### src/rtl/rx_cmd_decoder.sv
// Decodes UART RX bytes into register-write/read and ALU operand/function command strobes.
// Latency 1 cycle from an input strobe to Out/Err strobes; the input is never stalled, one byte per cycle.
module rx_cmd_decoder #(
    parameter int                    DATA_WIDTH     = 8,
    parameter int                    ADDR_WIDTH     = 8,
    parameter int                    NUM_OPERANDS   = 2,
    parameter int                    TIMEOUT_CYCLES = 1024,
    parameter logic [DATA_WIDTH-1:0] CMD_RF_WR      = DATA_WIDTH'('hAA),
    parameter logic [DATA_WIDTH-1:0] CMD_RF_RD      = DATA_WIDTH'('hBB),
    parameter logic [DATA_WIDTH-1:0] CMD_ALU_OP     = DATA_WIDTH'('hCC),
    parameter logic [DATA_WIDTH-1:0] CMD_ALU_NOP    = DATA_WIDTH'('hDD)
) (
    input  logic                  RXDec_CLK,
    input  logic                  RXDec_RST,
    input  logic [DATA_WIDTH-1:0] RXDec_In_Data,
    input  logic                  RXDec_In_Valid,
    input  logic                  RXDec_In_Err,
    output logic [DATA_WIDTH-1:0] RXDec_Out_Data,
    output logic [ADDR_WIDTH-1:0] RXDec_Out_Addr,
    output logic [2:0]            RXDec_Out_Command,
    output logic                  RXDec_Out_Valid,
    output logic                  RXDec_Err_Valid,
    output logic [1:0]            RXDec_Err_Code,
    output logic                  RXDec_Busy
);

    localparam int TW = (TIMEOUT_CYCLES > 1) ? $clog2(TIMEOUT_CYCLES) : 1;
    localparam bit TO_EN = (TIMEOUT_CYCLES > 0);
    localparam logic [TW-1:0] TO_LAST = TW'((TIMEOUT_CYCLES > 0) ? TIMEOUT_CYCLES - 1 : 0);
    localparam logic [ADDR_WIDTH-1:0] OP_LAST = ADDR_WIDTH'(NUM_OPERANDS - 1);

    localparam logic [2:0] OC_WR  = 3'b001;
    localparam logic [2:0] OC_RD  = 3'b010;
    localparam logic [2:0] OC_OPR = 3'b011;
    localparam logic [2:0] OC_FUN = 3'b100;

    localparam logic [1:0] EC_ILLEGAL = 2'b01;
    localparam logic [1:0] EC_TIMEOUT = 2'b10;
    localparam logic [1:0] EC_BYTE    = 2'b11;

    typedef enum logic [2:0] {
        S_IDLE,
        S_ADDR,
        S_DATA,
        S_OPER,
        S_FUN
    } state_t;

    state_t                  r_state;
    state_t                  w_nxt_state;
    logic                    r_cmd_rd;
    logic                    w_nxt_cmd_rd;
    logic [ADDR_WIDTH-1:0]   r_addr;
    logic [ADDR_WIDTH-1:0]   w_nxt_addr;
    logic [ADDR_WIDTH-1:0]   r_op_cnt;
    logic [ADDR_WIDTH-1:0]   w_nxt_op_cnt;
    logic [TW-1:0]           r_idle_cnt;

    logic                    w_byte_ok;
    logic                    w_byte_bad;
    logic                    w_expire;
    logic                    w_out_vld;
    logic [2:0]              w_out_cmd;
    logic [ADDR_WIDTH-1:0]   w_out_addr;
    logic [DATA_WIDTH-1:0]   w_out_dat;
    logic                    w_err_vld;
    logic [1:0]              w_err_code;

    assign w_byte_ok  = RXDec_In_Valid & ~RXDec_In_Err;
    assign w_byte_bad = RXDec_In_Valid & RXDec_In_Err;

    // Expire on the cycle the counter would reach the limit, so a byte in that same cycle still wins.
    assign w_expire = TO_EN && (r_state != S_IDLE) && !RXDec_In_Valid && (r_idle_cnt == TO_LAST);

    always_ff @(posedge RXDec_CLK or posedge RXDec_RST) begin
        if (RXDec_RST) begin
            r_state  <= S_IDLE;
            r_cmd_rd <= 1'b0;
            r_addr   <= '0;
            r_op_cnt <= '0;
        end else begin
            r_state  <= w_nxt_state;
            r_cmd_rd <= w_nxt_cmd_rd;
            r_addr   <= w_nxt_addr;
            r_op_cnt <= w_nxt_op_cnt;
        end
    end

    always_comb begin
        w_nxt_state  = r_state;
        w_nxt_cmd_rd = r_cmd_rd;
        w_nxt_addr   = r_addr;
        w_nxt_op_cnt = r_op_cnt;
        w_out_vld    = 1'b0;
        w_out_cmd    = 3'b000;
        w_out_addr   = '0;
        w_out_dat    = '0;
        w_err_vld    = 1'b0;
        w_err_code   = 2'b00;

        if (w_byte_bad) begin
            w_err_vld   = 1'b1;
            w_err_code  = EC_BYTE;
            w_nxt_state = S_IDLE;
        end else if (w_byte_ok) begin
            case (r_state)
                S_IDLE: begin
                    if (RXDec_In_Data == CMD_RF_WR) begin
                        w_nxt_cmd_rd = 1'b0;
                        w_nxt_state  = S_ADDR;
                    end else if (RXDec_In_Data == CMD_RF_RD) begin
                        w_nxt_cmd_rd = 1'b1;
                        w_nxt_state  = S_ADDR;
                    end else if (RXDec_In_Data == CMD_ALU_OP) begin
                        w_nxt_op_cnt = '0;
                        w_nxt_state  = S_OPER;
                    end else if (RXDec_In_Data == CMD_ALU_NOP) begin
                        w_nxt_state  = S_FUN;
                    end else begin
                        w_err_vld    = 1'b1;
                        w_err_code   = EC_ILLEGAL;
                    end
                end
                S_ADDR: begin
                    w_nxt_addr = RXDec_In_Data[ADDR_WIDTH-1:0];
                    if (r_cmd_rd) begin
                        w_out_vld   = 1'b1;
                        w_out_cmd   = OC_RD;
                        w_out_addr  = RXDec_In_Data[ADDR_WIDTH-1:0];
                        w_nxt_state = S_IDLE;
                    end else begin
                        w_nxt_state = S_DATA;
                    end
                end
                S_DATA: begin
                    w_out_vld   = 1'b1;
                    w_out_cmd   = OC_WR;
                    w_out_addr  = r_addr;
                    w_out_dat   = RXDec_In_Data;
                    w_nxt_state = S_IDLE;
                end
                S_OPER: begin
                    w_out_vld  = 1'b1;
                    w_out_cmd  = OC_OPR;
                    w_out_addr = r_op_cnt;
                    w_out_dat  = RXDec_In_Data;
                    if (r_op_cnt == OP_LAST) begin
                        w_nxt_state = S_FUN;
                    end else begin
                        w_nxt_op_cnt = r_op_cnt + 1'b1;
                    end
                end
                S_FUN: begin
                    w_out_vld   = 1'b1;
                    w_out_cmd   = OC_FUN;
                    w_out_dat   = RXDec_In_Data;
                    w_nxt_state = S_IDLE;
                end
                default: w_nxt_state = S_IDLE;
            endcase
        end else if (w_expire) begin
            w_err_vld   = 1'b1;
            w_err_code  = EC_TIMEOUT;
            w_nxt_state = S_IDLE;
        end
    end

    // Cleared in IDLE, on frame entry and on any input strobe; otherwise counts silent frame cycles.
    always_ff @(posedge RXDec_CLK or posedge RXDec_RST) begin
        if (RXDec_RST) begin
            r_idle_cnt <= '0;
        end else if (r_state == S_IDLE || w_nxt_state == S_IDLE || RXDec_In_Valid) begin
            r_idle_cnt <= '0;
        end else begin
            r_idle_cnt <= r_idle_cnt + 1'b1;
        end
    end

    always_ff @(posedge RXDec_CLK or posedge RXDec_RST) begin
        if (RXDec_RST) begin
            RXDec_Out_Valid   <= 1'b0;
            RXDec_Out_Command <= 3'b000;
            RXDec_Out_Addr    <= '0;
            RXDec_Out_Data    <= '0;
            RXDec_Err_Valid   <= 1'b0;
            RXDec_Err_Code    <= 2'b00;
            RXDec_Busy        <= 1'b0;
        end else begin
            RXDec_Out_Valid   <= w_out_vld;
            RXDec_Out_Command <= w_out_cmd;
            RXDec_Out_Addr    <= w_out_addr;
            RXDec_Out_Data    <= w_out_dat;
            RXDec_Err_Valid   <= w_err_vld;
            RXDec_Err_Code    <= w_err_code;
            RXDec_Busy        <= (w_nxt_state != S_IDLE);
        end
    end

endmodule

### config.mk
export PLATFORM = sky130hd
export DESIGN_NAME = rx_cmd_decoder
export DESIGN_NICKNAME = d
export VERILOG_FILES = /design/src/rtl/rx_cmd_decoder.sv
export SDC_FILE = /design/constraint.sdc
export NUM_CORES = 1
export LEC_CHECK = 0
export CORE_UTILIZATION = 30
export DETAILED_ROUTE_END_ITERATION = 8
export PLACE_DENSITY = 0.53
export SYNTH_ARGS = -nofsm -noshare
export SYNTH_HDL_FRONTEND = slang
export SYNTH_SLANG_ARGS = --single-unit
### constraint.sdc
create_clock -name RXDec_CLK -period 5.7 [get_ports RXDec_CLK]
set_input_delay 1.425 -clock RXDec_CLK [delete_from_list [all_inputs] [get_ports RXDec_CLK]]
set_output_delay 1.425 -clock RXDec_CLK [all_outputs]
set_load 0.05 [all_outputs]
# Yosys cells after proc, flatten, opt, wreduce, memory -nomap -nowiden
# Index checks and enable logic that the tools add are counted.
[classes] addsub=2 eq_ne=14 muxes=49 bitwise_logic=4 reduce_logical=15
[ops] cell="2-to-1 mux 8 bit" n=10
[ops] cell="equality test 8 bit (second input constant)" n=4
[ops] cell="2-to-1 mux 3 bit" n=10
[ops] cell="case mux 8 bit (3 select lines)" n=1
[ops] cell="2-to-1 mux 1 bit" n=18
[ops] cell="case mux 8 bit (2 select lines)" n=1
[ops] cell="case mux 3 bit (4 select lines)" n=1
[ops] cell="adder 10 x 1 -> 10 bit (second input constant)" n=1
[ops] cell="equality test 10 bit (second input constant)" n=1
[ops] cell="2-to-1 mux 10 bit" n=1
[ops] cell="2-to-1 mux 2 bit" n=5
[ops] cell="case mux 3 bit (3 select lines)" n=1
[ops] cell="adder 8 x 1 -> 8 bit (second input constant)" n=1
[ops] cell="equality test 8 x 1 -> 1 bit (second input constant)" n=1
[ops] cell="!= test 2 bit (second input constant)" n=4
[ops] cell="AND reduction 7 bit" n=1
[ops] cell="equality test 3 x 2 -> 1 bit (second input constant)" n=2
[ops] cell="zero test 3 bit" n=2
[ops] cell="nonzero test 3 bit" n=2
[ops] cell="AND reduction 4 bit" n=1
[ops] cell="nonzero test 2 bit" n=2
[ops] cell="equality test 3 x 1 -> 1 bit (second input constant)" n=1
[ops] cell="equality test 3 bit (second input constant)" n=1
[ops] cell="AND reduction 3 bit" n=1
[ops] cell="other kinds (7)" n=11
[totals] regBits=54 in_bits=12 output_inout_bits=24 wordCells=96

# Logic depth before layout (Yosys ltp)
# Gate-level depths: netlist of the first run.
[depth] word_depth=12 ltp_mapped=7 ltp_nobuf=7

# Worst setup path after synthesis of the first run
# Ideal clock, no wire load.
[synth_timing] path_type="input to register" from="input port RXDec_In_Err" to="register r_op_cnt[3]" setup_time_ns=0.066 arrival_time_ns=2.593 required_time_ns=5.634 path_slack_ns=3.041 cell_stages=5 n_path_buf=1 path_cell_list="nand2b_1 > clkbuf_1 > a211o_1 > or3b_2 > nand2_1"
[synth_via] elab_chain_len=3 word_cells_on_any_way=5 classes_between="bitwise (4); reduce/logical (1)"
[synth_rtl] item="start: declaration" line_no="17" source="input logic RXDec_In_Err,"
[synth_rtl] item="AND 1 bit / NOT 1 bit (equally long branches)" line_no="70, 69"
[synth_rtl] item="NOT 1 bit (no line) / AND 1 bit (equally long branches)"
[synth_rtl] item="AND reduction 7 bit (no line) (*)"
[synth_rtl] item="end signal: assignment" line_no="85" source="r_op_cnt <= w_nxt_op_cnt;"
[synth_rtl] item="end: declaration" line_no="55" source="logic [ADDR_WIDTH-1:0] r_op_cnt;"
# Mark *: on every way between the ends. The rest lies on a longest branch, timed or not.
# A chain may end at the register's enable or synchronous reset.

# Final worst setup path of the first run
[layout_timing] from="input port RXDec_In_Err" to="register r_idle_cnt[7]"
[layout_via] elab_chain_len=8 word_cells_on_any_way=9 classes_between="mux (3); bitwise (3); reduce/logical (3)"
[layout_rtl] item="NOT 1 bit" line_no="69" source="assign w_byte_ok = RXDec_In_Valid & ~RXDec_In_Err;"
[layout_rtl] item="AND 1 bit" line_no="69"
[layout_rtl] item="2-to-1 mux 3 bit" line_no="105" source="end else if (w_byte_ok) begin"
[layout_rtl] item="2-to-1 mux 3 bit (*)" line_no="101" source="if (w_byte_bad) begin"
[layout_rtl] item="via w_nxt_state[0]" line_no="50" source="state_t w_nxt_state;"
[layout_rtl] item="zero test 3 bit (*)" line_no="172" source="end else if (r_state == S_IDLE || w_nxt_state == S_IDLE || RXDec_In_Valid) begin"
[layout_rtl] item="logical OR 1 bit (*) (2 in series)" line_no="172"
[layout_rtl] item="2-to-1 mux 10 bit (*)" line_no="172"
[layout_rtl] item="end signal: assignment" line_no="175" source="r_idle_cnt <= r_idle_cnt + 1'b1;"
[layout_rtl] item="end: declaration" line_no="57" source="logic [TW-1:0] r_idle_cnt;"
# The timed path passes the listed nets; every way through them passes the cells marked *.

==> metrics.cfg, run 1 <==
[outcome]
outcome=complete, no violations

[finish]
stdcell_area_mm2=0.00310
multiInputGateArea_mm2=0.00111
areaGrowthSynthToFinish_pct=22.6
ff_latch_area_mm2=0.00135
layout-drive-gt1-share_pct=7.80
antenna_cells=0
fill_cells=821
final_core_util_pct=37.9
nNetsFinal=297

[routing]
viasPerCell=4.92
drt-total-wl_um=5540
drc_errors=0
ant_nets=0
drtPass1Iterations=4
first_iter_violations=55
routedWlPerCell_um=14.3
vias=1905

[synth]
synth_top_area_share_pct=53.4
ys.flop_type=dfrtp_1
synth_top_area_cell=dfrtp_1
ys_types=45
ys_ff_latch=54
yosysWarningCount=0
yosysMostFrequentCell=dfrtp_1
yosysSeqAreaShare_pct=53.4
synth_cells=246
synth_area_mm2=0.00253
synthArstFlopShare_pct=100
syn_avg_cell_area_um2=10.3
synth_common_cells=dfrtp_1 (54), nor2_1 (36), nand2_1 (15)
synth_nets=261
synthTopCellsByArea=dfrtp_1 (53%), nor2_1 (5.3%), mux2_2 (3.6%)
synth_edf_count=0

[floorplanning]
rows=33
num_io_pins=36
die_area_mm2=0.00880
initial_core_util_pct=30.9
core_mm2=0.00818
die_w_um=93.8
die_h_um=93.8

[critical_path]
slowest_delay_ns=0.56
reg2reg_to=r_idle_cnt[7]
startpoint_type=input port
crit_family=compound AO/OA/AOI/OAI gates
endpoint_kind=flip-flop
startpoint=RXDec_In_Err
worstSetupPathType=input port to flip-flop
path_buf_inv=1
critPathRequiredTime_ns=5.87
critical_path_arrival_ns=3.36
crit_end=r_idle_cnt[7]
r2r-start=r_state[0]
path_depth=6
crit_chain=clkdlybuf4s50_1 -> nand2b_1 -> a211o_1 -> o211ai_1 -> a21oi_2 -> a211oi_1
rr_worst_depth=5
cp_slowest_cell=clkdlybuf4s50_1
r2r_slack_ns=3.15
cp_max_fo=10

[place]
post-place-ws_ns=2.21
postPlaceCellArea_mm2=0.00299
portBuffers=35
globalplace.congestion=0.764
post-dp-hpwl_um=4010

[cts]
cts_sinks=54
cts_tree=done
htree_levels=2
clkTransAtPathRegs_ns=0.09
clock_path_buffers=2
cts_setup_buffers=0
clock_latency_ns=0.31
root_buffer=clkbuf_8
ctsHoldBuffers=0
post_cts_resized=0
numCtsBuffers=5

[pwr]
leakagePower_nw=1.30
powerDensity_mw_per_mm2=239
ir_drop_mv=0.121

[global_route]
grt_pass1_vias=1896
grt_first_pass_wirelength_um=9250
grt_max_degree=55
overflow=0
grt_antenna_before_repair=0
grt_usage_pct=13.5

[sta]
tns_ns=0
finalWorstSetupSlack_ns=2.51
setup_viol=0
min_period_over_period_pct=56.0
max_slew_margin_pct=48.3
min_period_ns=3.19
grt_setup_unrepaired=no
tightest_slew_ns=0.776
fmax_ghz=0.313
fin_skew_ns=0.00808
final_max_slew_viol_count=0
hold_viol=0

[worst_hold_path]
hold_class=flip-flop to flip-flop

[job]
cap_violations=0

sequential cells by signal, summed over array words and instances, names as in the netlist:
signal / count
RXDec_Out_Command: 3
r_op_cnt: 8
RXDec_Busy: 1
RXDec_Out_Data: 8
RXDec_Out_Addr: 8
RXDec_Err_Code: 2
r_idle_cnt: 10
RXDec_Err_Valid: 1
r_state: 3
r_cmd_rd: 1
r_addr: 8
RXDec_Out_Valid: 1
through the flow:
stage	hold WS [ns]	power [mW]	instances
after floorplan	0.448	0.460	246
after global placement	0.484	0.491	380
after detailed placement	0.481	0.492	380
after CTS	0.500	0.751	387
after global routing	0.515	0.776	387
final	0.499	0.740	387
cells in the final DEF, fill, tap and decap left out, drive strengths merged, types with 6 or more instances in the layout:
master,instances
and2,10
clkbuf,6
nor2,36
o21ai,10
nand3,6
clkdlybuf4s50,35
inv,8
nand2,15
a21oi,15
mux2i,8
mux2,8
dfrtp,54
worst register-to-register path: stages (launching register included):
cell and delay (ns):
dfrtp_1 0.86, nor3_1 0.25, nor4_1 0.63, o2bb2ai_1 0.19, a21oi_2 0.35, a211oi_1 0.14
layer usage:
layer | GRT usage, % | vias to the layer above | routed length (um)
met3 | 2.18 | 7 | 211
met2 | 22.5 | 47 | 2620
li1 | - | 945 | -
met5 | 0 | - | 0
met1 | 17.2 | 906 | 2590
met4 | 5.77 | 0 | 111
cell type report:
| type | instances | area share [%] |
|---|---|---|
| Clock buffer | 6 | 2.66 |
| Clock inverter | 1 | 0.969 |
| Inverter | 9 | 1.09 |
| Multi-Input combinational cell | 176 | 35.9 |
| Sequential cell | 54 | 43.6 |
| Tap cell | 105 | 4.24 |
| Timing Repair Buffer | 36 | 11.5 |
kinds of logic after synthesis:
logic type	after synthesis	share of synthesized area [%]
compound gates	53	13.7
xor+xnor	9	3.12
fa+ha+maj	3	1.48
buf+inv	16	2.52
flops	54	53.4
mux	16	6.73
simple gates	95	19.0
worst min path at each step:
stage / startpoint / endpoint / slack, ns / cells after the start
2_1_floorplan: r_idle_cnt[0] / r_idle_cnt[0] / 0.45 / 1
3_3_place_gp: r_idle_cnt[0] / r_idle_cnt[0] / 0.48 / 1
3_5_place_dp: r_idle_cnt[0] / r_idle_cnt[0] / 0.48 / 1
4_1_cts: r_idle_cnt[0] / r_idle_cnt[0] / 0.50 / 1
5_1_grt: r_idle_cnt[0] / r_idle_cnt[0] / 0.51 / 1
6_report: r_idle_cnt[0] / r_idle_cnt[0] / 0.50 / 1
power by group:
| part | internal, mW | switching [mW] | total (mW) |
|---|---|---|---|
| Combinational | 0.0289 | 0.0466 | 0.0755 |
| Clock | 0.141 | 0.116 | 0.257 |
| Sequential | 0.395 | 0.0126 | 0.408 |
Note: power is estimated with default switching activity, not from simulation.
==> run 2: changes to the inputs <==
==> constraint.sdc (replaced) <==
create_clock -name RXDec_CLK -period 3.1 [get_ports RXDec_CLK]
set_input_delay 0.775 -clock RXDec_CLK [delete_from_list [all_inputs] [get_ports RXDec_CLK]]
set_output_delay 0.775 -clock RXDec_CLK [all_outputs]
set_load 0.05 [all_outputs]
==> run 2 against run 1 <==
Effect of this change: sequential power rose by 84%; via count rose by 3.3%; first-iteration DRC count rose by 110%; worst setup slack got worse by 1.8 ns; cell count rose by 1.6%; combinational power rose by 91%; utilization rose by 0.63 points; cell area rose by 1.7%; non-clock buffer count rose by 5; critical endpoint is now r_idle_cnt[5]; largest cell class unchanged.
==> metrics.cfg, run 2 (synthesis results as in run 1) <==
[cts]
clock_path_buffers=2  ; unchanged
clkTransAtPathRegs_ns=0.10  ; was 0.09 ns
cts_sinks=54  ; unchanged
ctsHoldBuffers=0  ; unchanged
cts_tree=done  ; unchanged
htree_levels=2  ; unchanged
clock_latency_ns=0.31  ; about the same
post_cts_resized=0  ; unchanged
root_buffer=clkbuf_8  ; unchanged
cts_setup_buffers=0  ; unchanged
numCtsBuffers=5  ; unchanged

[pwr]
powerDensity_mw_per_mm2=434  ; was 239 mW/mm^2
leakagePower_nw=1.32  ; was 1.30 nW
ir_drop_mv=0.220  ; was 0.121 mV

[finish]
areaGrowthSynthToFinish_pct=24.6  ; was 22.6%
largest-register=r_idle_cnt  ; unchanged
antenna_cells=0  ; unchanged
mostFrequentLayoutCells=dfrtp_1 (54), nor2_1 (36), clkdlybuf4s50_1 (35), nand2_1 (15), a21oi_1 (14)  ; unchanged
largest_reg_flops=10  ; unchanged
final_common_cell=dfrtp_1  ; unchanged
fill_cells=810  ; was 821
nNetsFinal=302  ; was 297
layout-drive-gt1-share_pct=9.72  ; was 7.80%
final_core_util_pct=38.6  ; was 37.9%

[floorplanning]
initial_core_util_pct=30.9  ; unchanged
die_h_um=93.8  ; unchanged
num_io_pins=36  ; unchanged
die_w_um=93.8  ; unchanged
die_area_mm2=0.00880  ; unchanged
rows=33  ; unchanged
core_mm2=0.00818  ; unchanged

[critical_path]
r2r-start=r_op_cnt[1]  ; was r_state[0]
crit_chain=clkdlybuf4s50_1 -> and4bb_2 -> and3_1 -> a211o_1 -> a21oi_2 -> a211oi_1  ; was clkdlybuf4s50_1 -> nand2b_1 -> a211o_1 -> o211ai_1 -> a21oi_2 -> a211oi_1
startpoint=RXDec_In_Data[5]  ; was RXDec_In_Err
slowest_delay_ns=0.57  ; was 0.56 ns
crit_family=compound AO/OA/AOI/OAI gates  ; unchanged
path_buf_inv=1  ; unchanged
critical_path_arrival_ns=2.57  ; was 3.36 ns
critPathRequiredTime_ns=3.28  ; was 5.87 ns
startpoint_type=input port  ; unchanged
endpoint_kind=flip-flop  ; unchanged
cp_slowest_cell=clkdlybuf4s50_1  ; unchanged
worstSetupPathType=input port to flip-flop  ; unchanged
cp_max_fo=7  ; was 10

[global_route]
grt_max_degree=55  ; unchanged
grt_first_pass_wirelength_um=9550  ; was 9250 um
grt_pass1_vias=1878  ; was 1896
grt_usage_pct=13.7  ; was 13.5%
overflow=0  ; unchanged
grt_antenna_before_repair=0  ; unchanged

[routing]
viasPerCell=5.01  ; was 4.92
drt-total-wl_um=5590  ; was 5540 um
drtPass1Iterations=4  ; unchanged
ant_nets=0  ; unchanged
drc_errors=0  ; unchanged
first_iter_violations=115  ; was 55
routedWlPerCell_um=14.2  ; was 14.3 um
vias=1967  ; was 1905

[sta]
min_period_ns=2.38
setup_viol=0  ; unchanged
final_max_slew_viol_count=0  ; unchanged
grt_setup_unrepaired=no  ; unchanged
hold_viol=0  ; unchanged
max_slew_margin_pct=59.9  ; was 48.3%
fin_skew_ns=0.00530  ; was 0.00808 ns
tightest_slew_ns=0.599  ; was 0.776 ns
min_period_over_period_pct=76.9
fmax_ghz=0.420
tns_ns=0  ; unchanged

[outcome]
outcome=complete, no violations  ; unchanged

[place]
post-dp-hpwl_um=3970  ; was 4010 um
portBuffers=35  ; unchanged
globalplace.congestion=0.797  ; was 0.764

[worst_hold_path]
hold_class=flip-flop to flip-flop  ; unchanged
hp-start=r_idle_cnt[0]  ; unchanged

[job]
cap_violations=0  ; unchanged

-- run 2: power by group --
| group | internal, mW | switching (mW) |
|---|---|---|
| clock | 0.240 | 0.235 |
| sequential | 0.727 | 0.0223 |
| combinational | 0.0573 | 0.0868 |
-- run 2: final timing paths --
kind / endpoint / slack [ns] / cells past startpoint
worst max-delay path: r_idle_cnt[5] / 0.72 / 6
worst min-delay path: r_idle_cnt[0] / 0.51 / 1
worst max register to register: r_idle_cnt[5] / 0.85 / 7
worst min register to register: r_idle_cnt[0] / 0.51 / 1
max in group asynchronous: r_addr[4] / 2.03 / 3
min in group asynchronous: RXDec_Err_Code[1] / 0.81 / 3
-- run 2: metrics by stage --
| stage | setup WS [ns] | hold slack, ns | total power [mW] | std cells | cell area [um^2] |
|---|---|---|---|---|---|
| floorplan | 1.01 | 0.448 | 0.847 | 246 | 2530 |
| global placement | 0.417 | 0.486 | 0.907 | 385 | 3040 |
| detailed placement | 0.399 | 0.493 | 0.908 | 385 | 3040 |
| CTS | 0.731 | 0.515 | 1.39 | 393 | 3150 |
| global route | 0.619 | 0.526 | 1.44 | 393 | 3150 |
| finish | 0.718 | 0.511 | 1.37 | 393 | 3150 |
-- run 2: final cells by class --
cell class / instances / area [um^2] / share of cell area [%]
multi-input combinational: 176 / 1110 / 35.3
tap: 105 / 131 / 4.17
sequential: 54 / 1350 / 42.9
inverter: 9 / 33.8 / 1.07
clock inverter: 3 / 45.0 / 1.43
clock buffer: 5 / 68.8 / 2.18
timing repair buffer: 41 / 408 / 12.9
-- run 2: layer usage --
metal	GRT usage (%)	vias to the layer above	routed length [um]
met1	19.0	954	2700
met4	3.85	0	72
li1	-	959	-
met3	1.94	6	195
met2	22.3	48	2630
met5	0	-	0
==> run 3: changes to the inputs <==
--- a/config.mk
+++ b/config.mk
@@ -7,7 +7,7 @@
 export LEC_CHECK = 0
 export CORE_UTILIZATION = 30
 export DETAILED_ROUTE_END_ITERATION = 8
-export PLACE_DENSITY = 0.53
+export PLACE_DENSITY = 0.55
 export SYNTH_ARGS = -nofsm -noshare
 export SYNTH_HDL_FRONTEND = slang
 export SYNTH_SLANG_ARGS = --single-unit
==> constraint.sdc (replaced) <==
create_clock -name RXDec_CLK -period 2 [get_ports RXDec_CLK]
set_input_delay 0.5 -clock RXDec_CLK [delete_from_list [all_inputs] [get_ports RXDec_CLK]]
set_output_delay 0.5 -clock RXDec_CLK [all_outputs]
set_load 0.05 [all_outputs]
==> run 3 against run 2 <==
Effect of this change: count of clock-buffer cells in the layout increased by 1; clock power increased by 55%; cell area increased by 11%; wire length increased by 6.6%; sequential power increased by 54%; utilization increased by 4.3 points; worst hold slack improved by 0.0043 ns; die area unchanged; clock skew increased by 0.0026 ns; worst setup slack got worse by 0.66 ns; largest cell class unchanged; highest routed layer unchanged.
==> metrics.cfg, run 3 (synthesis results as in run 1) <==
[outcome]
outcome=complete, no violations  ; unchanged

[routing]
routedWlPerCell_um=13.7  ; was 14.2 um
viasPerCell=4.86  ; was 5.01
ant_nets=0  ; unchanged
drc_errors=0  ; unchanged
first_iter_violations=81  ; was 115
drtPass1Iterations=4  ; unchanged
vias=2109  ; was 1967
drt-total-wl_um=5960  ; was 5590 um

[sta]
tns_ns=0  ; unchanged
fin_skew_ns=0.00790  ; was 0.00530 ns
tightest_slew_ns=0.510  ; was 0.599 ns
fmax_ghz=0.514
max_slew_margin_pct=65.9  ; was 59.9%
final_max_slew_viol_count=0  ; unchanged
min_period_over_period_pct=97.3
setup_viol=0  ; unchanged
whs_ns=0.515  ; was 0.511 ns
hold_viol=0  ; unchanged
min_period_ns=1.95

[finish]
mostFrequentLayoutCells=dfrtp_1 (52), buf_4 (49), nor2_1 (36), clkdlybuf4s50_1 (27), nand2_1 (15)  ; was dfrtp_1 (54), nor2_1 (36), clkdlybuf4s50_1 (35), nand2_1 (15), a21oi_1 (14)
stdcell_area_mm2=0.00350  ; was 0.00315 mm^2
final_core_util_pct=42.8  ; was 38.6%
antenna_cells=0  ; unchanged
largest-register=r_idle_cnt  ; unchanged
multiInputGateArea_mm2=0.00116  ; was 0.00111 mm^2
ff_latch_area_mm2=0.00135  ; about the same
final_common_cell=dfrtp_1  ; unchanged
areaGrowthSynthToFinish_pct=38.4  ; was 24.6%
largest_reg_flops=10  ; unchanged
layout-drive-gt1-share_pct=24.9  ; was 9.72%
instances_no_fill=434  ; was 393
nNetsFinal=343  ; was 302
fill_cells=795  ; was 810

[floorplanning]
num_io_pins=36  ; unchanged
rows=33  ; unchanged
die_area_mm2=0.00880  ; unchanged
die_h_um=93.8  ; unchanged
core_mm2=0.00818  ; unchanged
die_w_um=93.8  ; unchanged
initial_core_util_pct=30.9  ; unchanged

[critical_path]
r2r_slack_ns=0.10  ; was 0.85 ns
slowest_delay_ns=0.79  ; was 0.57 ns
rr_worst_depth=9  ; was 7
cp_slowest_cell=clkdlybuf4s50_1  ; unchanged
reg2reg_to=r_idle_cnt[9]  ; was r_idle_cnt[5]
critical_path_arrival_ns=1.45  ; was 2.57 ns
cp_max_fo=1  ; was 7
r2r-start=r_op_cnt[1]  ; unchanged
worstSetupPathType=flip-flop to primary output  ; was input port to flip-flop
path_buf_inv=1  ; unchanged
crit_family=buffers and inverters  ; was compound AO/OA/AOI/OAI gates
startpoint_type=flip-flop  ; was input port
endpoint_kind=primary output  ; was flip-flop
crit_chain=clkdlybuf4s50_1  ; was clkdlybuf4s50_1 -> and4bb_2 -> and3_1 -> a211o_1 -> a21oi_2 -> a211oi_1
critPathRequiredTime_ns=1.50  ; was 3.28 ns

[place]
portBuffers=35  ; unchanged
postPlaceCellArea_mm2=0.00332  ; was 0.00304 mm^2
post-dp-hpwl_um=4340  ; was 3970 um
dp_cells=424  ; was 385
globalplace.congestion=0.808  ; was 0.797

[pwr]
powerDensity_mw_per_mm2=623  ; was 434 mW/mm^2
power_frac_seq_pct=52.8  ; was 54.7%
ir_drop_mv=0.296  ; was 0.220 mV
switching_power_mw=0.548  ; was 0.344 mW
clockPowerShare_pct=33.8  ; was 34.7%
leakagePower_nw=1.57  ; was 1.32 nW
swShare_pct=25.1  ; was 25.2%
p_comb_share_pct=13.5  ; was 10.5%
p_int_mw=1.63  ; was 1.02 mW

[cts]
htree_levels=2  ; unchanged
clock_path_buffers=2  ; unchanged
cts_sinks=54  ; unchanged
cts_tree=done  ; unchanged
clkTransAtPathRegs_ns=0.10  ; about the same
clock_latency_ns=0.31  ; about the same
root_buffer=clkbuf_8  ; unchanged
ctsHoldBuffers=0  ; unchanged
numCtsBuffers=5  ; unchanged

[worst_hold_path]
hp-start=r_addr[4]  ; was r_idle_cnt[0]
hold_class=flip-flop to flip-flop  ; unchanged
worst_hold_path.endpoint=r_addr[4]  ; was r_idle_cnt[0]
hold_depth=1  ; unchanged

[global_route]
overflow=0  ; unchanged
grt_pass1_vias=2081  ; was 1878
grt_first_pass_wirelength_um=10200  ; was 9550 um
grt_antenna_before_repair=0  ; unchanged
grt_max_degree=55  ; unchanged
grt_usage_pct=14.7  ; was 13.7%

[job]
cap_violations=0  ; unchanged

==> run 3: cell types whose count changed in the layout (fill, tap and decap cells not counted), moves of 3 or more <==
cell,delta
buf_4,+44
clkdlybuf4s50_1,-8
a211oi_1,-4
a211oi_2,+4
dlymetal6s2s_1,+3
==> run 3: worst max-delay path by stage <==
stage                         start                    to  cells after the start
2_1_floorplan           r_op_cnt[1]         r_idle_cnt[0]                      7
3_3_place_gp       RXDec_In_Data[5]         r_idle_cnt[7]                      7
3_5_place_dp       RXDec_In_Data[5]         r_idle_cnt[5]                      7
4_1_cts            RXDec_In_Data[6]         r_idle_cnt[5]                      7
5_1_grt                  r_state[1]         r_idle_cnt[5]                      6
6_report       RXDec_Out_Command[2]  RXDec_Out_Command[2]                      1
==> run 3: final cells by class <==
| cell class | instances | area share (%) |
|---|---|---|
| Sequential cell | 54 | 38.7 |
| Multi-Input combinational cell | 176 | 33.1 |
| Timing Repair Buffer | 82 | 20.4 |
| Tap cell | 105 | 3.75 |
| Clock buffer | 6 | 2.07 |
| Clock inverter | 2 | 1.07 |
| Inverter | 9 | 0.965 |
==> run 3: repair_timing <==
item,4_1_cts,5_1_grt
setup endpoints to repair,5,9
pin swaps,3,3
setup buffers,1,1
resized for setup,3,15
cloned,0,0
==> run 3: metal layers <==
layer | GRT usage [%] | part of all wire [%] | wire (um) | up-vias
met5 | 0 | 0 | 0 | -
met4 | 4.87 | 1.4 | 85 | 0
met3 | 1.94 | 4.5 | 266 | 6
met2 | 25.2 | 48 | 2880 | 56
met1 | 19.0 | 46 | 2730 | 1010
li1 | - | - | - | 1037
==> run 3: per-stage QoR <==
stage / setup WS (ns) / total power [mW]
3_5_place_dp: -0.364 / 1.46
6_report: 0.0540 / 2.18
2_1_floorplan: 0.181 / 1.31
5_1_grt: -0.0175 / 2.29
4_1_cts: 0.0189 / 2.20
3_3_place_gp: -0.316 / 1.46
==> run 3: power groups by stage <==
stage	clock network (mW)	registers [mW]	logic, mW
floorplan	0	1.20	0.114
global placement	0	1.17	0.288
detailed placement	0	1.17	0.288
CTS	0.757	1.15	0.289
global route	0.808	1.16	0.324
finish	0.736	1.15	0.294
==> variant 1 (settings of run 3) <==
Re-encode `state_t` (5 states) as one-hot, 5 bits wide.
--- a/src/rtl/rx_cmd_decoder.sv
+++ b/src/rtl/rx_cmd_decoder.sv
@@ -40,8 +40,8 @@
 
-    typedef enum logic [2:0] {
-        S_IDLE,
-        S_ADDR,
-        S_DATA,
-        S_OPER,
-        S_FUN
+    typedef enum logic [4:0] {
+        S_IDLE = 5'b00001,
+        S_ADDR = 5'b00010,
+        S_DATA = 5'b00100,
+        S_OPER = 5'b01000,
+        S_FUN  = 5'b10000
     } state_t;
Formal check against the unedited RTL: no difference found for any inputs over 10 cycles, from zero or initial values and one cycle with RXDec_RST high; not proved beyond that.
==> variant 1 against run 3 <==
Final area increased by 9.4%; sequential cell count increased by 2; sequential share of layout area decreased by 2.0 points; routed wire length increased by 18%; worst setup slack got worse by 0.013 ns; first-iteration DRC count increased by 77%; synthesized area increased by 8.4%; fmax decreased by 0.65%; power decreased by 9.9%; critical path type unchanged.
==> variant 1: results (changes against run 3) <==
status completed (unchanged); met2 Use GR 0.274 (was 0.252); Gates resized, CTS repair 14 (was 3); GPL Wtd Cong 0.807 (was 0.808); syn_nets 272 (was 261); layout cells sized above 1 0.306 (was 0.249); Place WS -0.505 ns (was -0.364 ns); Routed Wire Length 7040 um (was 5960 um); Met3 Wirelength 275 um (was 266 um); Final nets 360 (was 343); area share of fa/ha/maj cells after synthesis 0.0137 (was 0.0148); skew final 0.0138 ns (was 0.00790 ns); met2 routed WL 3630 um (was 2880 um); vias 2344 (was 2109); # Post-CTS Setup Buffers 0 (was 1); Pleak 0.00182 uW (was 0.00157 uW); 1st-iter DRT viols 143 (was 81); fill count 817 (was 795); sequential-to-total area share from yosys stat 0.512 (was 0.534); M1 WL 3050 um (was 2730 um); max_slew headroom 0.652 (was 0.659); number of global-route vias before repair 2427 (was 2081); detailed placer's ending HPWL 5140 um (was 4340 um); largest net degree at the start of global routing 30 (was 55); peak supply drop 0.306 mV (was 0.296 mV); compound-gate portion of the synthesized area 0.145 (was 0.137); Overall Global Routing Usage 0.153 (was 0.147); top post-synthesis cells by area dfrtp_1 50%, nor2_1 4.5%, xnor2_1 4.2% (was dfrtp_1 53%, nor2_1 5.3%, mux2_2 3.6%); min-delay worst type input port to async pin (was flop to flop); Final WS setup 0.0414 ns (was 0.0540 ns); synth unique cells 49 (was 45); post-synthesis mux area share 0.0365 (was 0.0673); Synth top cells by count 55 x dfrtp_1, 33 x nor2_1, 19 x nand2_1, 13 x xnor2_1, 10 x inv_1 (was 54 x dfrtp_1, 36 x nor2_1, 15 x nand2_1, 14 x a21oi_1, 10 x o21ai_0); xor and xnor area share after synthesis 0.0543 (was 0.0312)
[variant 1: cell count changes in the layout (fill, tap and decap cells not counted), sizes merged, moves of 5 or more]
cell	before	now
a222oi	0	8
clkdlybuf4s50	27	14
o21ai	10	5
mux2i	8	1
a21oi	15	8
buf	50	63
xnor2	4	13
dlymetal6s2s	3	12
[variant 1: path summary, 6_finish.rpt]
check	start	to	slack, ns
worst max-delay path	RXDec_Out_Data[1]	RXDec_Out_Data[1]	0.04
worst min-delay path	RXDec_RST	RXDec_Out_Command[1]	0.45
worst max register to register	r_state[1]	r_op_cnt[6]	0.06
worst min register to register	r_addr[7]	r_addr[7]	0.52
max in group asynchronous	RXDec_RST	r_state[0]	1.04
min in group RXDec_CLK	r_addr[7]	r_addr[7]	0.52
[variant 1: kinds of logic (layout without fill, tap and decap cells)]
| kind of cell | Yosys count | count (layout) |
|---|---|---|
| xor+xnor | 17 | 17 |
| simple gates | 104 | 104 |
| buf+inv | 22 | 111 |
| mux | 9 | 9 |
| compound gates | 46 | 46 |
| flops | 56 | 56 |
| fa+ha+maj | 3 | 3 |
[variant 1: area by class of cell]
cell class,count,area (um^2),area share
Clock buffer,5,68.8,0.0180
Tap cell,108,135,0.0353
Sequential cell,56,1400,0.367
Multi-Input combinational cell,179,1350,0.352
Timing Repair Buffer,93,816,0.213
Clock inverter,3,21.3,0.00556
Inverter,10,37.5,0.00980
[variant 1: report_power, final]
part | switching [uW] | total [uW] | internal (uW)
Sequential | 3.41 | 1140 | 1140
Combinational | 101 | 178 | 77.0
Clock | 395 | 645 | 250
Total | 499 | 1960 | 1470
==> variant 2 (flow settings as in run 3) <==
Without the edit above. The parameter `TIMEOUT_CYCLES` goes from 1024 to 4096.
--- a/src/rtl/rx_cmd_decoder.sv
+++ b/src/rtl/rx_cmd_decoder.sv
@@ -6,3 +6,3 @@
     parameter int                    NUM_OPERANDS   = 2,
-    parameter int                    TIMEOUT_CYCLES = 1024,
+    parameter int                    TIMEOUT_CYCLES = 4096,
     parameter logic [DATA_WIDTH-1:0] CMD_RF_WR      = DATA_WIDTH'('hAA),
Formal check against the unedited RTL: no difference found for any inputs over 10 cycles, from zero or initial values and one cycle with RXDec_RST high; that may be too few to reach the edited logic, so the function may still have changed.
==> variant 2 against run 3 <==
Sequential cell count grew 2; final area grew 6.9%; non-clock buffer count rose by 5; highest routed layer unchanged; largest cell class unchanged; power fell by 9.5%; register-to-register slack worse by 0.03 ns; synthesized area rose by 5.7%; worst setup slack worse by 0.0036 ns; worst hold slack got worse by 0.00073 ns; routed wire length is 8.0% higher.
==> variant 2: results (changes against run 3) <==
sequential-to-total area share from yosys stat 0.524 (was 0.534); top post-synthesis cells by area dfrtp_1 52%, nor2_1 5.2%, mux2_2 3.8% (was dfrtp_1 53%, nor2_1 5.3%, mux2_2 3.6%); syn_area_per_cell 10.2 um^2 (was 10.3 um^2); Post-DP Area 3510 um^2 (was 3320 um^2); Place WS -0.600 ns (was -0.364 ns); Met3 Wirelength 165 um (was 266 um); routed vias/inst 4.88 (was 4.86); Non-Filler Instances 454 (was 434); Clock power frac 0.324 (was 0.338); skew final 0.00934 ns (was 0.00790 ns); met2 Use GR 0.245 (was 0.252); Overall Global Routing Usage 0.152 (was 0.147); multi-input combinational area share 0.356 (was 0.331); Pleak 0.00180 uW (was 0.00157 uW); area share of fa/ha/maj cells after synthesis 0.0140 (was 0.0148); largest net degree at the start of global routing 57 (was 55); max reg flops 12 (was 10); cell area after layout 3740 um^2 (was 3500 um^2); 1st-iter DRT viols 76 (was 81); Min Hold Slack 0.515 ns (about the same); bufs w/o clock 87 (was 82); layout cells sized above 1 0.277 (was 0.249); Non-clk invs 6 (was 9); Seq pwr share 0.583 (was 0.528); detailed placer's ending HPWL 4500 um (was 4340 um); synth unique cells 46 (was 45); post-synthesis mux area share 0.0679 (was 0.0673); xor and xnor area share after synthesis 0.0360 (was 0.0312); Final period util 0.975 (was 0.973); full die area 9290 um^2 (was 8800 um^2); Gates resized, CTS repair 17 (was 3); met1 Usage GRT 0.210 (was 0.190); status completed (unchanged); P_int 1510 uW (was 1630 uW); Synth top cells by count 56 x dfrtp_1, 37 x nor2_1, 23 x nand2_1, 14 x o21ai_0, 11 x a21oi_1 (was 54 x dfrtp_1, 36 x nor2_1, 15 x nand2_1, 14 x a21oi_1, 10 x o21ai_0); M1 WL 3100 um (was 2730 um); fill count 862 (was 795); first-pass GRT wire length 10800 um (was 10200 um)
-- variant 2: changes by cell type in the layout (fill, tap and decap cells not counted), sizes merged, moves of 4 or more --
cell,change
clkdlybuf4s50,-10
o21ai,+4
nand2,+8
dlymetal6s2s,+5
clkbuf,+4
a21oi,-4
buf,+4
-- variant 2: cell families after synthesis --
| logic type | Yosys count |
|---|---|
| AND/OR/NAND/NOR | 107 |
| flip-flops | 56 |
| AO/OA/AOI/OAI | 52 |
| buffers and inverters | 17 |
| multiplexers | 17 |
| XOR/XNOR | 11 |
| adder cells (fa/ha/maj) | 3 |
-- variant 2: final timing paths --
| kind | end | cells after the start | start |
|---|---|---|---|
| min in group asynchronous | r_idle_cnt[4] | 3 | RXDec_RST |
| min reg2reg | r_addr[3] | 1 | r_addr[3] |
| max | RXDec_Out_Addr[3] | 1 | RXDec_Out_Addr[3] |
| min | r_addr[3] | 1 | r_addr[3] |
| max in group asynchronous | r_op_cnt[0] | 3 | RXDec_RST |
| max reg2reg | r_idle_cnt[0] | 6 | r_state[2] |
